## config.mk

```make
export PLATFORM = sky130hd
export DESIGN_NAME = tx_frame_scheduler_flat
export DESIGN_NICKNAME = d
export VERILOG_FILES = /design/src/rtl/tx_frame_scheduler_pkg.sv /design/src/rtl/tx_frame_scheduler_if.sv /design/src/rtl/tx_frame_scheduler_rr_arbiter.sv /design/src/rtl/tx_frame_scheduler.sv /design/src/flat_wrapper.sv
export SDC_FILE = /design/constraint.sdc
export NUM_CORES = 1
export LEC_CHECK = 0
export ABC_CLOCK_PERIOD_IN_PS = 4900
export CAP_MARGIN = 10
export CORE_MARGIN = 3
export CORE_UTILIZATION = 47
export DETAILED_ROUTE_END_ITERATION = 8
export GPL_TIMING_DRIVEN = 0
export PLACE_DENSITY = 0.82
export SLEW_MARGIN = 20
export SYNTH_ARGS = -nofsm -noshare
export SYNTH_HDL_FRONTEND = slang
export SYNTH_HIERARCHICAL = 1
export SYNTH_SLANG_ARGS = --single-unit
```

## constraint.sdc

```tcl
create_clock -name clk240_i -period 4.9 [get_ports clk240_i]
set_input_delay 0.98 -clock clk240_i [delete_from_list [all_inputs] [get_ports clk240_i]]
set_output_delay 0.98 -clock clk240_i [all_outputs]
set_load 0.01 [all_outputs]
```

## src/rtl/tx_frame_scheduler_pkg.sv

```systemverilog
// ----------------------------------------------------------------------------
// tx_sched_pkg
// Shared constants and types for the link-frame scheduler.
//   FRAME_WORDS   word slots per link frame; the last slot carries the trailer
//   BX_PER_FRAME  bunch crossings covered by one frame (bcid step per frame)
//   BCID_MAX      bcid modulus (one LHC orbit)
//   FILL_WORD     idle word for data slots that carry no requester data
//   TRAILER_TAG   top nibble of the trailer word
//   sched_state_t scheduler FSM states
//   next_bcid()   bcid of the following frame, wrapping at BCID_MAX
// ----------------------------------------------------------------------------
package tx_sched_pkg;

    localparam int          FRAME_WORDS  = 24;
    localparam int          BX_PER_FRAME = 4;
    localparam int          BCID_MAX     = 3564;
    localparam logic [23:0] FILL_WORD    = 24'hBC0000;
    localparam logic [3:0]  TRAILER_TAG  = 4'hF;
    localparam int          SLOT_W       = $clog2(FRAME_WORDS);

    typedef enum logic {
        ST_WAIT_BC0 = 1'b0,
        ST_RUN      = 1'b1
    } sched_state_t;

    // Flywheel step: BCID_MAX is a multiple of BX_PER_FRAME, so the sum lands
    // exactly on BCID_MAX at the end of an orbit.
    function automatic logic [11:0] next_bcid(input logic [11:0] bcid);
        logic [12:0] sum;
        sum = {1'b0, bcid} + 13'(BX_PER_FRAME);
        return (sum >= 13'(BCID_MAX)) ? 12'd0 : sum[11:0];
    endfunction

endpackage

```

## src/rtl/tx_frame_scheduler_if.sv

```systemverilog
// ----------------------------------------------------------------------------
// tx_frame_scheduler_if
// Requester streams into the scheduler and the word/sideband stream out to
// the tx_protocol_wrapper.
//   req_data_i     NREQ*24  requester words, requester i on [24*i+23:24*i]
//   req_valid_i    NREQ     requester word valid
//   req_ready_o    NREQ     one-hot grant
//   tx_user_word_o 24       slot word to the wrapper
//   bc0_o          1        orbit marker to the wrapper
//   bcid_o         12       frame bcid to the wrapper
// Handshake: a word moves when valid and ready are both high on a rising
// clock edge. Ready may depend combinationally on valid; valid must not depend
// on ready. A requester holding valid without ready keeps its data stable.
// ----------------------------------------------------------------------------
interface tx_frame_scheduler_if #(
    parameter int NREQ = 4
);
    logic [NREQ*24-1:0] req_data_i;
    logic [NREQ-1:0]    req_valid_i;
    logic [NREQ-1:0]    req_ready_o;
    logic [23:0]        tx_user_word_o;
    logic               bc0_o;
    logic [11:0]        bcid_o;

    // scheduler side
    modport slave (
        input  req_data_i, req_valid_i,
        output req_ready_o, tx_user_word_o, bc0_o, bcid_o
    );

    // requester / wrapper side
    modport master (
        output req_data_i, req_valid_i,
        input  req_ready_o, tx_user_word_o, bc0_o, bcid_o
    );
endinterface

```

## src/rtl/tx_frame_scheduler_rr_arbiter.sv

```systemverilog
// ----------------------------------------------------------------------------
// rr_arbiter
// Combinational round-robin arbiter: the first requester found searching
// upward from ptr (wrapping) is granted.
//   req_i    N    request vector
//   ptr_i    PW   search start index
//   grant_o  N    one-hot grant (all zero when no request)
//   any_o    1    some requester granted
// ----------------------------------------------------------------------------
module rr_arbiter #(
    parameter int N  = 4,
    parameter int PW = (N > 1) ? $clog2(N) : 1
) (
    input  logic [N-1:0]  req_i,
    input  logic [PW-1:0] ptr_i,
    output logic [N-1:0]  grant_o,
    output logic          any_o
);
    logic [PW-1:0] w_idx;
    logic          w_found;

    always_comb begin
        grant_o = '0;
        w_found = 1'b0;
        w_idx   = '0;
        for (int i = 0; i < N; i++) begin
            w_idx = PW'((int'(ptr_i) + i) % N);
            if (!w_found && req_i[w_idx]) begin
                grant_o[w_idx] = 1'b1;
                w_found        = 1'b1;
            end
        end
    end

    assign any_o = w_found;
endmodule

```

## src/rtl/tx_frame_scheduler.sv

```systemverilog
// ----------------------------------------------------------------------------
// tx_frame_scheduler
// Shares each link frame among NREQ requester streams by round-robin, fills
// idle data slots, appends a trailer and produces the bc0/bcid sideband kept
// in step with the TTC orbit marker.
//   clk240_i        link clock
//   rst_i           synchronous active-high reset
//   enable_i        0: no grants, every data slot carries FILL_WORD
//   en_mask_i       per-requester enable
//   ttc_bc0_i       one-cycle orbit marker from TTC
//   bus             requester streams in, word/bc0/bcid out (slave modport)
//   locked_o        frame has been aligned to ttc_bc0_i since reset
//   misalign_cnt_o  unexpected ttc_bc0_i count, saturating
//   state_o         FSM state (debug)
// ----------------------------------------------------------------------------
module tx_frame_scheduler
    import tx_sched_pkg::*;
#(
    parameter int NREQ = 4
) (
    input  logic                  clk240_i,
    input  logic                  rst_i,
    input  logic                  enable_i,
    input  logic [NREQ-1:0]       en_mask_i,
    input  logic                  ttc_bc0_i,
    tx_frame_scheduler_if.slave   bus,
    output logic                  locked_o,
    output logic [15:0]           misalign_cnt_o,
    output sched_state_t          state_o
);
    localparam int                PW        = (NREQ > 1) ? $clog2(NREQ) : 1;
    localparam logic [SLOT_W-1:0] LAST_SLOT = SLOT_W'(FRAME_WORDS - 1);

    sched_state_t      r_state, w_state_nxt;
    logic [SLOT_W-1:0] r_slot;
    logic [11:0]       r_bcid;
    logic [PW-1:0]     r_ptr;
    logic [7:0]        r_count;
    logic [23:0]       r_word;
    logic              r_bc0;
    logic [11:0]       r_bcid_out;
    logic              r_locked;
    logic [15:0]       r_misalign;

    logic              w_is_trailer;
    logic [NREQ-1:0]   w_arb_req;
    logic [NREQ-1:0]   w_grant;
    logic              w_any;
    logic [NREQ-1:0]   w_ready;
    logic [23:0]       w_slot_word;
    logic [PW-1:0]     w_gnt_idx;
    logic              w_expected_bc0;
    logic              w_realign;

    assign w_is_trailer = (r_slot == LAST_SLOT);

    // Only data slots in RUN are offered to the arbiter, so any grant is a transfer.
    assign w_arb_req = (r_state == ST_RUN && !w_is_trailer)
                     ? (bus.req_valid_i & en_mask_i & {NREQ{enable_i}}) : '0;

    rr_arbiter #(.N(NREQ), .PW(PW)) u_arb (
        .req_i   (w_arb_req),
        .ptr_i   (r_ptr),
        .grant_o (w_grant),
        .any_o   (w_any)
    );

    // A TTC marker on the last slot of the orbit's last frame agrees with the flywheel.
    assign w_expected_bc0 = w_is_trailer && (next_bcid(r_bcid) == 12'd0);
    assign w_realign      = ttc_bc0_i && (r_state == ST_RUN) && !w_expected_bc0;

    always_ff @(posedge clk240_i) begin
        if (rst_i) r_state <= ST_WAIT_BC0;
        else       r_state <= w_state_nxt;
    end

    always_comb begin
        w_state_nxt = r_state;
        w_ready     = '0;
        w_slot_word = FILL_WORD;
        w_gnt_idx   = '0;
        case (r_state)
            ST_WAIT_BC0: begin
                if (ttc_bc0_i) w_state_nxt = ST_RUN;
            end
            ST_RUN: begin
                if (w_is_trailer) begin
                    w_slot_word = {TRAILER_TAG, r_count, r_bcid};
                end else if (w_any) begin
                    w_ready = w_grant;
                    for (int i = 0; i < NREQ; i++) begin
                        if (w_grant[i]) begin
                            w_gnt_idx   = PW'(i);
                            w_slot_word = bus.req_data_i[24*i +: 24];
                        end
                    end
                end
            end
            default: w_state_nxt = ST_WAIT_BC0;
        endcase
    end

    always_ff @(posedge clk240_i) begin
        if (rst_i) begin
            r_slot     <= '0;
            r_bcid     <= '0;
            r_ptr      <= '0;
            r_count    <= '0;
            r_word     <= FILL_WORD;
            r_bc0      <= 1'b0;
            r_bcid_out <= '0;
            r_locked   <= 1'b0;
            r_misalign <= '0;
        end else begin
            // Output stage: one cycle behind the slot being built.
            r_word     <= w_slot_word;
            r_bcid_out <= r_bcid;
            r_bc0      <= (r_state == ST_RUN) && (r_slot == '0) && (r_bcid == 12'd0);
            if (ttc_bc0_i) r_locked <= 1'b1;

            if (r_state == ST_WAIT_BC0) begin
                if (ttc_bc0_i) begin
                    r_slot  <= '0;
                    r_bcid  <= '0;
                    r_count <= '0;
                end
            end else begin
                if (w_realign) begin
                    // The partial frame is dropped without a trailer.
                    r_slot  <= '0;
                    r_bcid  <= '0;
                    r_count <= '0;
                    if (r_misalign != 16'hFFFF) r_misalign <= r_misalign + 16'd1;
                end else if (w_is_trailer) begin
                    r_slot  <= '0;
                    r_bcid  <= next_bcid(r_bcid);
                    r_count <= '0;
                end else begin
                    r_slot <= r_slot + 1'b1;
                    if (w_any) r_count <= r_count + 8'd1;
                end
                if (w_any) r_ptr <= (w_gnt_idx == PW'(NREQ - 1)) ? '0 : w_gnt_idx + 1'b1;
            end
        end
    end

    assign bus.req_ready_o    = w_ready;
    assign bus.tx_user_word_o = r_word;
    assign bus.bc0_o          = r_bc0;
    assign bus.bcid_o         = r_bcid_out;
    assign locked_o           = r_locked;
    assign misalign_cnt_o     = r_misalign;
    assign state_o            = r_state;
endmodule
```

## src/flat_wrapper.sv

```systemverilog
// flat-port wrapper written by rule: the top's interface ports become plain ports
module tx_frame_scheduler_flat import tx_sched_pkg::*;
#(
    parameter int NREQ = 4
)
  (clk240_i, rst_i, enable_i, en_mask_i, ttc_bc0_i, locked_o, misalign_cnt_o, state_o, bus_req_data_i, bus_req_valid_i, bus_req_ready_o, bus_tx_user_word_o, bus_bc0_o, bus_bcid_o);
  tx_frame_scheduler_if #(.NREQ(NREQ)) bus_i ();
  input  logic clk240_i;
  input  logic rst_i;
  input  logic enable_i;
  input  logic [NREQ-1:0] en_mask_i;
  input  logic ttc_bc0_i;
  output logic locked_o;
  output logic [15:0] misalign_cnt_o;
  output sched_state_t state_o;
  input wire logic [$bits(bus_i.req_data_i)-1:0] bus_req_data_i;
  input wire logic [$bits(bus_i.req_valid_i)-1:0] bus_req_valid_i;
  output wire logic [$bits(bus_i.req_ready_o)-1:0] bus_req_ready_o;
  output wire logic [$bits(bus_i.tx_user_word_o)-1:0] bus_tx_user_word_o;
  output wire logic [$bits(bus_i.bc0_o)-1:0] bus_bc0_o;
  output wire logic [$bits(bus_i.bcid_o)-1:0] bus_bcid_o;
  assign bus_i.req_data_i = bus_req_data_i;
  assign bus_i.req_valid_i = bus_req_valid_i;
  assign bus_req_ready_o = bus_i.req_ready_o;
  assign bus_tx_user_word_o = bus_i.tx_user_word_o;
  assign bus_bc0_o = bus_i.bc0_o;
  assign bus_bcid_o = bus_i.bcid_o;
  tx_frame_scheduler #(.NREQ(NREQ)) u_core (.clk240_i(clk240_i), .rst_i(rst_i), .enable_i(enable_i), .en_mask_i(en_mask_i), .ttc_bc0_i(ttc_bc0_i), .bus(bus_i), .locked_o(locked_o), .misalign_cnt_o(misalign_cnt_o), .state_o(state_o));
endmodule
```

[Yosys cells after proc, flatten, opt, wreduce, memory -nomap -nowiden]
Cells that the tools add are included.
Storage, ports and cells
  output and inout port bits: 59
  logic and storage cells: 125
  register bits: 82
  bits of input ports: 108
Operators by class
  reduce and logical (&&, ||, !) cells: 28
  magnitude comparators: 9
  add/subtract/negate cells: 8
  mux-type cells: 57
  eq/ne operators: 5
  bitwise operators: 7
Operators by type and width (count)
  $mux 24: 4
  $mux 12: 5
  $mux 23: 2
  $mux 8: 5
  $mux 4: 8
  $logic_not 12->1: 2
  $mux 5: 4
  $add 16x1->16 const B: 1
  $ne 16x16->1 const B: 1
  $mux 1: 15
  $add 12x3->13 const B: 1
  $ge 13x12->1 const B: 1
  $logic_and 1x1->1: 13
  $lt 2x3->1 const B: 4
  $mux 2: 6
  $or 4x4->4: 3
  $add 8x1->8 const B: 1
  $and 4x4->4: 2
  $bmux 1 s2: 4
  $demux 1 s2: 4
  $ge 2x1->1 const B: 4
  $reduce_and 2->1: 3
  $add 5x1->5 const B: 1
  $eq 5x5->1 const B: 1
  12 further kinds: 19

[Longest topological paths before layout]
Gate-level depths: netlist of run 1.
  word-level depth: 24
  mapped depth: 17
  gate-level depth less buffers: 15

[Modules after synthesis]
The synthesis of run 1 kept the hierarchy.
By module, submodules not included
  tx_frame_scheduler: cells each 587, seq. area each 1641.6 µm², times used 1, area an instance 4550.6 µm²
  rr_arbiter: cells each 62, seq. area each 0.0 µm², times used 1, area an instance 494.2 µm²

[Worst setup path before layout of run 1]
No wires, ideal clock.
  path type: input to output
  start: in enable_i
  end: out bus_req_ready_o[1]
  stages: 9
  required time: 3.920 ns
  path buffers: 1
  arrival: 2.988 ns
  path slack: 0.932 ns
  cells stage by stage: and3_1 and3_1 clkbuf_2 or3b_1 a2111o_1 nand3_2 o2bb2ai_1 inv_1 nor3_1
Between the ends
  word-level cells in the longest chain between the ends: 17
  elaborated cells between the ends (all ways): 30
  those cells by class: mux (20); bitwise (4); reduce/logical (6)
RTL lines
  start, declared: line flat_wrapper.sv:10  | input logic enable_i;
  $and 4x4->4 (*): line tx_frame_scheduler.sv:59  | ? (bus.req_valid_i & en_mask_i & {NREQ{enable_i}}) : '0;
  $mux 4 (*): line tx_frame_scheduler.sv:59
  net u_core.w_arb_req[0]: line tx_frame_scheduler.sv:46  | logic [NREQ-1:0] w_arb_req;
  $bmux 1 s2: line tx_frame_scheduler_rr_arbiter.sv:28  | if (!w_found && req_i[w_idx]) begin
  $mux 1 (not written as such): line tx_frame_scheduler_rr_arbiter.sv:28
  $mux 1: line tx_frame_scheduler_rr_arbiter.sv:28
  $logic_not 1->1: line tx_frame_scheduler_rr_arbiter.sv:28
  $logic_and 1x1->1: line tx_frame_scheduler_rr_arbiter.sv:28
  [3 not listed]
  $mux 1: line tx_frame_scheduler_rr_arbiter.sv:28
  $logic_not 1->1: line tx_frame_scheduler_rr_arbiter.sv:28
  $logic_and 1x1->1: line tx_frame_scheduler_rr_arbiter.sv:28
  $mux 4 (*): line tx_frame_scheduler_rr_arbiter.sv:28
  net u_core.w_grant[1]: line tx_frame_scheduler.sv:47  | logic [NREQ-1:0] w_grant;
  $mux 4 (*): line tx_frame_scheduler.sv:89  | end else if (w_any) begin
  $mux 4 (*): line tx_frame_scheduler.sv:87  | if (w_is_trailer) begin
  $mux 4 (*): line tx_frame_scheduler.sv:82  | case (r_state)
  end, declared: line flat_wrapper.sv:18  | output wire logic [$bits(bus_i.req_ready_o)-1:0] bus_req_ready_o;
Mark *: on every way through the listed nets, which the timed path passes. The rest lies on a longest branch. The select of a mux whose other input is x is not followed.

[Worst setup path after layout of run 1]
Same ends and word-level chain as after synthesis.

==> run_results.csv, run 1 <==
group,metric,value,unit
outcome,status,"complete, no violations",
synth,syn_avg_cell_area,7.77,um^2
floorplan,ios,167,
routing,vias_per_cell,5.98,
power_and_ir_drop,seqPwrFrac,45.7,%
routing,drt_first_pass_iters,5,
final_layout,mostFrequentLayoutCells,"clkdlybuf4s50_1 (163), nor2_1 (88), dfxtp_1 (82)",
grt,grt.overflow.total,0,
setup_path,critPathLaunchType,"input port",
sta,relSlewSlack,57.2,%
grt,antenna_found_initial,0,
sta,finalHoldViolCount,0,
floorplan,die_height,110,um
sta,grt_setup_unrepaired,"yes",
sta,finalMaxSlewViolations,0,
power_and_ir_drop,powerDensity,207,nW/um^2
sta,fin_crit_sh,97.4,%
setup_path,cpLargestDelayFamily,"simple AND/OR/NAND/NOR gates",
sta,fmax,210,MHz
floorplan,die_w,110,um
clock_network,cts_root_buffer,"clkbuf_8",
clock_network,htreeDepth,3,
worst_hold_path,holdPathEnd,"u_core/locked_o",
placement,gp_congestion,0.998,
synth,ys_warn_count,6,
sta,finClkSkew,0.00777,ns
placement,dp_hpwl,13600,um
worst_hold_path,worstHoldStart,"u_core/locked_o",
setup_path,cp_data_arrival_time,3.79,ns
synth,netlist_instances,649,
setup_path,r2r-start,"u_core/state_o",
floorplan,row_count,37,
clock_network,cts_buffer_depth,2,
clock_network,clock_sinks,82,
setup_path,cp.required,3.92,ns
setup_path,worst-path-buf-inv,4,
worst_hold_path,hp-class,"flop to flop",
setup_path,crit_top_cell,"and3_1",
setup_path,worstPathMaxFanout,9,
grt,grt_pass1_wl,27300,um
clock_network,cts_made_buffers,9,
setup_path,path_cells,"clkdlybuf4s50_1, and3_1, and3_1, clkbuf_2, or3b_1, a2111o_1, nand3_2, o2bb2ai_1, inv_2, nor3_4, dlygate4sd2_1",
setup_path,reg2reg_to,"u_core/bus.tx_user_word_o[9]",
floorplan,die_area,12000,um^2
synth,ys_seq_area_share,32.5,%
synth,syn_nets,770,
final_layout,area_growth_syn_to_layout,41.4,%
sta,setup_ws,0.128,ns
sta,setup_violations,0,
clock_network,clk_pin_slew,0.08,ns
setup_path,slowest_delay,0.42,ns
setup_path,startpoint,"enable_i",
sta,tightest_slew,0.642,ns
routing,wl_per_cell,18.1,um
routing,drt_iter0_drc,627,
placement,place_ws,-0.390,ns
power_and_ir_drop,leakagePower,0.00250,uW
synth,netlist_area,5040,um^2
floorplan,fp.coreArea,10400,um^2
power_and_ir_drop,comb_power_share,16.8,%
grt,grt_pass1_vias,5532,
worst_hold_path,whs_path_depth,2,
power_and_ir_drop,p_sw_share,26.1,%
setup_path,reg2regPathDepth,14,
final_layout,drive_above_1_share,7.21,%
final_layout,fin_nets,948,
power_and_ir_drop,peakVddDrop,136,uV
placement,placed_cell_area,6880,um^2
grt,grt_usage,29.0,%
sta,whs,0.484,ns
clock_network,cts_tree,"yes",
power_and_ir_drop,p_int,1090,uW
floorplan,floorplan.initialDensity,48.6,%
setup_path,critPathKind,"input port to output port",
sta,period_needed,4.77,ns
final_layout,num_antenna_cells,0,
synth,ys_ff_latch,82,
final_layout,layout_commonest_cell,"clkdlybuf4s50_1",
synth,synth-edff-count,0,
synth,async_flop_share,0,%
clock_network,cts_hold_buf,0,
routing,drc,0,
routing,wl,17500,um
grt,grt_max_degree,16,
final_layout,finalInstanceArea,7130,um^2
placement,portBuffers,166,
clock_network,worstSkewPairLatency,0.36,ns
setup_path,end_kind,"output port",
power_and_ir_drop,p_clk_share,37.5,%
setup_path,rrSetupSlack,0.41,ns
setup_path,cp_slowest_cell,"a2111o_1",
power_and_ir_drop,switchingPower,386,uW
synth,synth_cell_types,71,
routing,final_antenna_net_count,0,
final_layout,nFillCells,854,
job,drv_cap,0,
routing,via_count,5792,
synth,synthFlopType,"dfxtp_1",
sta,finalSetupTns,0,ns
-- worst register-to-register path: stages, from the launching register on --
cell and delay [ns]:
dfxtp_1 0.45, clkbuf_1 0.40, and3_1 0.32, and3_2 0.28, or3b_1 0.36, a2111o_1 0.42
nand3_2 0.11, o2bb2ai_1 0.23, clkbuf_1 0.45, buf_1 0.48, a221o_1 0.29, o21ai_0 0.11
o21ai_0 0.32, a22oi_1 0.12, nor2_1 0.11
-- through the flow --
stage | utilization (%) | power (uW) | std cells
3_3_place_gp | 66.3 | 927 | 951
3_5_place_dp | 66.3 | 933 | 951
2_1_floorplan | - | 796 | 649
5_1_grt | 68.8 | 1530 | 968
6_report | 68.8 | 1480 | 968
4_1_cts | 68.7 | 1480 | 968
-- area by class of cell --
cell class	count	area [um^2]	share of cell area (%)
multi-input cells	503	3150	44.1
repair buffers	167	1670	23.4
flip-flops and latches	82	1640	23.0
plain buffers	50	225	3.16
well taps	136	170	2.39
clock buffers	9	124	1.74
clock inverters	7	101	1.42
inverters	14	52.6	0.737
-- flip-flops by register name (all words and copies together) (netlist names) --
register                   cells
u_core/bus.bc0_o               1
u_core/locked_o                1
u_core/r_ptr                   2
u_core/r_bcid                 12
u_core/bus.bcid_o             12
u_core/bus.tx_user_word_o     24
u_core/misalign_cnt_o         16
u_core/state_o                 1
u_core/r_slot                  5
u_core/r_count                 8
-- power by group through the flow --
| stage | Clock [uW] | Combinational, uW | Sequential (uW) |
|---|---|---|---|
| final | 555 | 248 | 675 |
| after global routing | 592 | 267 | 676 |
| after CTS | 561 | 244 | 675 |
| after detailed placement | 0 | 242 | 691 |
| after global placement | 0 | 236 | 691 |
| after floorplan | 0 | 104 | 692 |
-- layer usage --
layer	global-route usage, %	part of all wire (%)
met3	6.87	9.9
met5	0	0
met4	9.71	2.9
met1	35.4	39
met2	50.2	49
-- synth_stat cells (all sizes together), types with 13 or more instances --
library cell / n / share of area [%]
a22oi: 19 / 2.8
ha: 13 / 3.2
nor2: 88 / 6.5
and3: 18 / 2.2
a21oi: 30 / 3.2
dfxtp: 82 / 33
nand3: 29 / 3.0
buf: 18 / 2.0
nand2: 58 / 4.3
nor3: 15 / 1.5
o21ai: 52 / 5.2
clkbuf: 32 / 2.4
a221o: 19 / 3.8
nor2b: 15 / 1.9
inv: 14 / 1.0
-- timing repair --
item	4_1_cts	5_1_grt
hold endpoints to repair	0	0
setup endpoints to repair	3	4
pin swaps	1	0
resized for setup	7	6
buffers inserted	1	0
-- cell families after synthesis --
family	after synthesis	synth area share, %
AOI/OAI and AO/OA	171	23.6
xor gates and xnor gates	13	2.26
adders and majority gates	14	3.42
buffers and inverters	64	5.41
DFF	82	32.5
muxes	21	4.61
and+or+nand+nor	284	28.1
-- worst max path at each step --
| stage | slack (ns) | end | cells past startpoint |
|---|---|---|---|
| floorplan | 0.93 | bus_req_ready_o[1] | 9 |
| global placement | -0.29 | bus_req_ready_o[1] | 10 |
| detailed placement | -0.39 | bus_req_ready_o[1] | 10 |
| CTS | 0.006 | bus_req_ready_o[3] | 11 |
| global route | -0.01 | bus_req_ready_o[2] | 11 |
| finish | 0.13 | bus_req_ready_o[1] | 11 |
No activity file was read; power rests on OpenSTA's default activity.
==> inputs of run 2 (changes only) <==
--- a/config.mk
+++ b/config.mk
@@ -7,11 +7,10 @@
 export LEC_CHECK = 0
 export ABC_CLOCK_PERIOD_IN_PS = 4900
 export CAP_MARGIN = 10
-export CORE_MARGIN = 3
-export CORE_UTILIZATION = 47
+export CORE_UTILIZATION = 50
 export DETAILED_ROUTE_END_ITERATION = 8
+export DONT_BUFFER_PORTS = 1
 export GPL_TIMING_DRIVEN = 0
-export PLACE_DENSITY = 0.82
 export SLEW_MARGIN = 20
 export SYNTH_ARGS = -nofsm -noshare
 export SYNTH_HDL_FRONTEND = slang
==> run 2 against run 1 <==
Die area down 13%. Cell area shrank 23%. Combinational power decreased by 42%. Worst setup slack improved by 0.17 ns. Sequential share of layout area is 6.8 points higher. Utilization shrank 12 points. Register-to-register slack improved by 0.09 ns. Global-route usage grew 0.71 points.
==> run_results.csv, run 2 (synthesis gave the netlist of run 1 again) <==
group,metric,value,unit
power_and_ir_drop,p_clk_share,43.5,%
power_and_ir_drop,powerDensity,264,nW/um^2
worst_hold_path,hp-class,"flop to flop",
power_and_ir_drop,seqPwrFrac,46.5,%
power_and_ir_drop,switchingPower,344,uW
final_layout,largest_reg_flops,24,
routing,drt_first_pass_iters,5,
final_layout,mostFrequentLayoutCells,"nor2_1 (88), dfxtp_1 (82), nand2_1 (58)",
routing,via_count,4940,
final_layout,area_growth_syn_to_layout,9.20,%
clock_network,cts_made_buffers,9,
worst_hold_path,worstHoldStart,"u_core/r_count[7]",
sta,finClkSkew,0.0110,ns
floorplan,die_height,102,um
clock_network,cts_buffer_depth,2,
sta,tightest_slew,0.697,ns
power_and_ir_drop,comb_power_share,10.0,%
grt,grt_usage,29.7,%
floorplan,die_w,102,um
sta,period_needed,4.60,ns
sta,finalSetupTns,0,ns
sta,setup_ws,0.300,ns
routing,drc,0,
setup_path,critPathLaunchType,"flop",
grt,grt_pass1_vias,4669,
placement,gp_congestion,0.952,
floorplan,floorplan.initialDensity,51.6,%
sta,finalHoldViolCount,0,
clock_network,clk_pin_slew,0.08,ns
power_and_ir_drop,p_int,1110,uW
routing,wl,15300,um
setup_path,critPathKind,"flop to output port",
worst_hold_path,holdPathEnd,"u_core/r_count[7]",
grt,antenna_found_initial,0,
grt,grt_max_degree,15,
placement,portBuffers,0,
routing,final_antenna_net_count,0,
setup_path,end_kind,"output port",
final_layout,drive_above_1_share,8.68,%
placement,placed_cell_area,5210,um^2
sta,grt_setup_unrepaired,"no",
routing,drt_iter0_drc,331,
sta,relSlewSlack,53.2,%
floorplan,die_area,10500,um^2
setup_path,reg2regPathDepth,17,
grt,grt.overflow.total,0,
routing,wl_per_cell,19.1,um
clock_network,cts_tree,"yes",
floorplan,row_count,36,
setup_path,worstPathMaxFanout,9,
sta,setup_violations,0,
job,drv_cap,0,
sta,fin_crit_sh,93.9,%
placement,place_ws,0.297,ns
placement,dp_hpwl,11900,um
sta,fmax,217,MHz
clock_network,clock_sinks,82,
clock_network,worstSkewPairLatency,0.35,ns
setup_path,cp.required,3.92,ns
floorplan,ios,167,
final_layout,fin_nets,784,
clock_network,cts_root_buffer,"clkbuf_8",
floorplan,fp.coreArea,9770,um^2
setup_path,reg2reg_to,"u_core/bus.tx_user_word_o[9]",
power_and_ir_drop,p_sw_share,23.6,%
worst_hold_path,whs_path_depth,1,
setup_path,r2r-start,"u_core/r_slot[1]",
sta,finalMaxSlewViolations,0,
routing,vias_per_cell,6.17,
final_layout,finalInstanceArea,5510,um^2
clock_network,htreeDepth,3,
power_and_ir_drop,peakVddDrop,141,uV
power_and_ir_drop,leakagePower,0.00187,uW
final_layout,num_antenna_cells,0,
grt,grt_pass1_wl,23900,um
final_layout,layout_commonest_cell,"nor2_1",
setup_path,cp_data_arrival_time,3.62,ns
setup_path,rrSetupSlack,0.50,ns
outcome,status,"complete, no violations",
-- run 2: cell count changes in the layout (fill, tap and decap cells not counted), moves of 2 or more --
cell             previous run  this run
dlygate4sd2_1               2         0
clkdlybuf4s50_1           163         0
bufinv_16                   2         4
buf_4                       4         6
clkbuf_1                   29        31
-- run 2: worst max-delay path by stage --
stage | startpoint | to | slack (ns) | depth (start not counted)
3_3_place_gp | u_core/r_slot[1] | u_core/bus.tx_user_word_o[9] | 0.41 | 17
2_1_floorplan | enable_i | bus_req_ready_o[1] | 0.93 | 9
5_1_grt | u_core/r_slot[1] | bus_req_ready_o[3] | 0.10 | 11
4_1_cts | u_core/r_slot[1] | bus_req_ready_o[2] | 0.04 | 11
6_report | u_core/r_slot[1] | bus_req_ready_o[3] | 0.30 | 11
3_5_place_dp | u_core/r_slot[1] | u_core/bus.tx_user_word_o[9] | 0.30 | 17
-- run 2: final cells by class --
class	instances	area (um^2)
Buffer	50	221
Timing Repair Buffer	3	22.5
Sequential cell	82	1640
Inverter	14	52.6
Multi-Input combinational cell	503	3140
Clock buffer	10	128
Clock inverter	6	136
Tap cell	133	166
Fill cell	957	4270
-- run 2: critical path, cell delays in order (launching register included) --
cell,delay (ns)
dfxtp_1,0.39
ha_1,0.25
nand4b_1,0.25
and3_1,0.32
and3_1,0.20
clkbuf_2,0.17
or3b_1,0.37
a2111o_1,0.42
nand3_2,0.11
o2bb2ai_1,0.12
clkbuf_1,0.38
and2_1,0.30
-- run 2: what timing repair did --
item,4_1_cts,5_1_grt
setup buffers,0,3
endpoints found under the setup margin,1,10
pin swaps,0,1
hold buffers,0,0
gates resized for setup,1,3
hold endpoints to repair,0,0
-- run 2: through the flow --
step           hold slack [ns]  total power (uW)  util (%)  cells
3_3_place_gp             0.476               834      53.3    782
2_1_floorplan            0.448               796         -    649
4_1_cts                  0.491              1470      56.1    798
5_1_grt                  0.527              1520      56.4    801
3_5_place_dp             0.476               836      53.3    782
6_report                 0.494              1460      56.4    801
-- run 2: metal layers --
layer,up-vias,global-route usage (%),part of all wire [%]
met3,30,4.17,5.8
met1,2323,36.6,42
met2,198,51.5,49
met5,-,0,0
met4,0,12.9,3.1
li1,2389,-,-
-- run 2: power by group through the flow --
stage	clock, uW	combinational, uW	sequential, uW
after global routing	678	160	679
after floorplan	0	104	692
final	634	145	678
after detailed placement	0	142	694
after global placement	0	140	694
after CTS	651	143	678
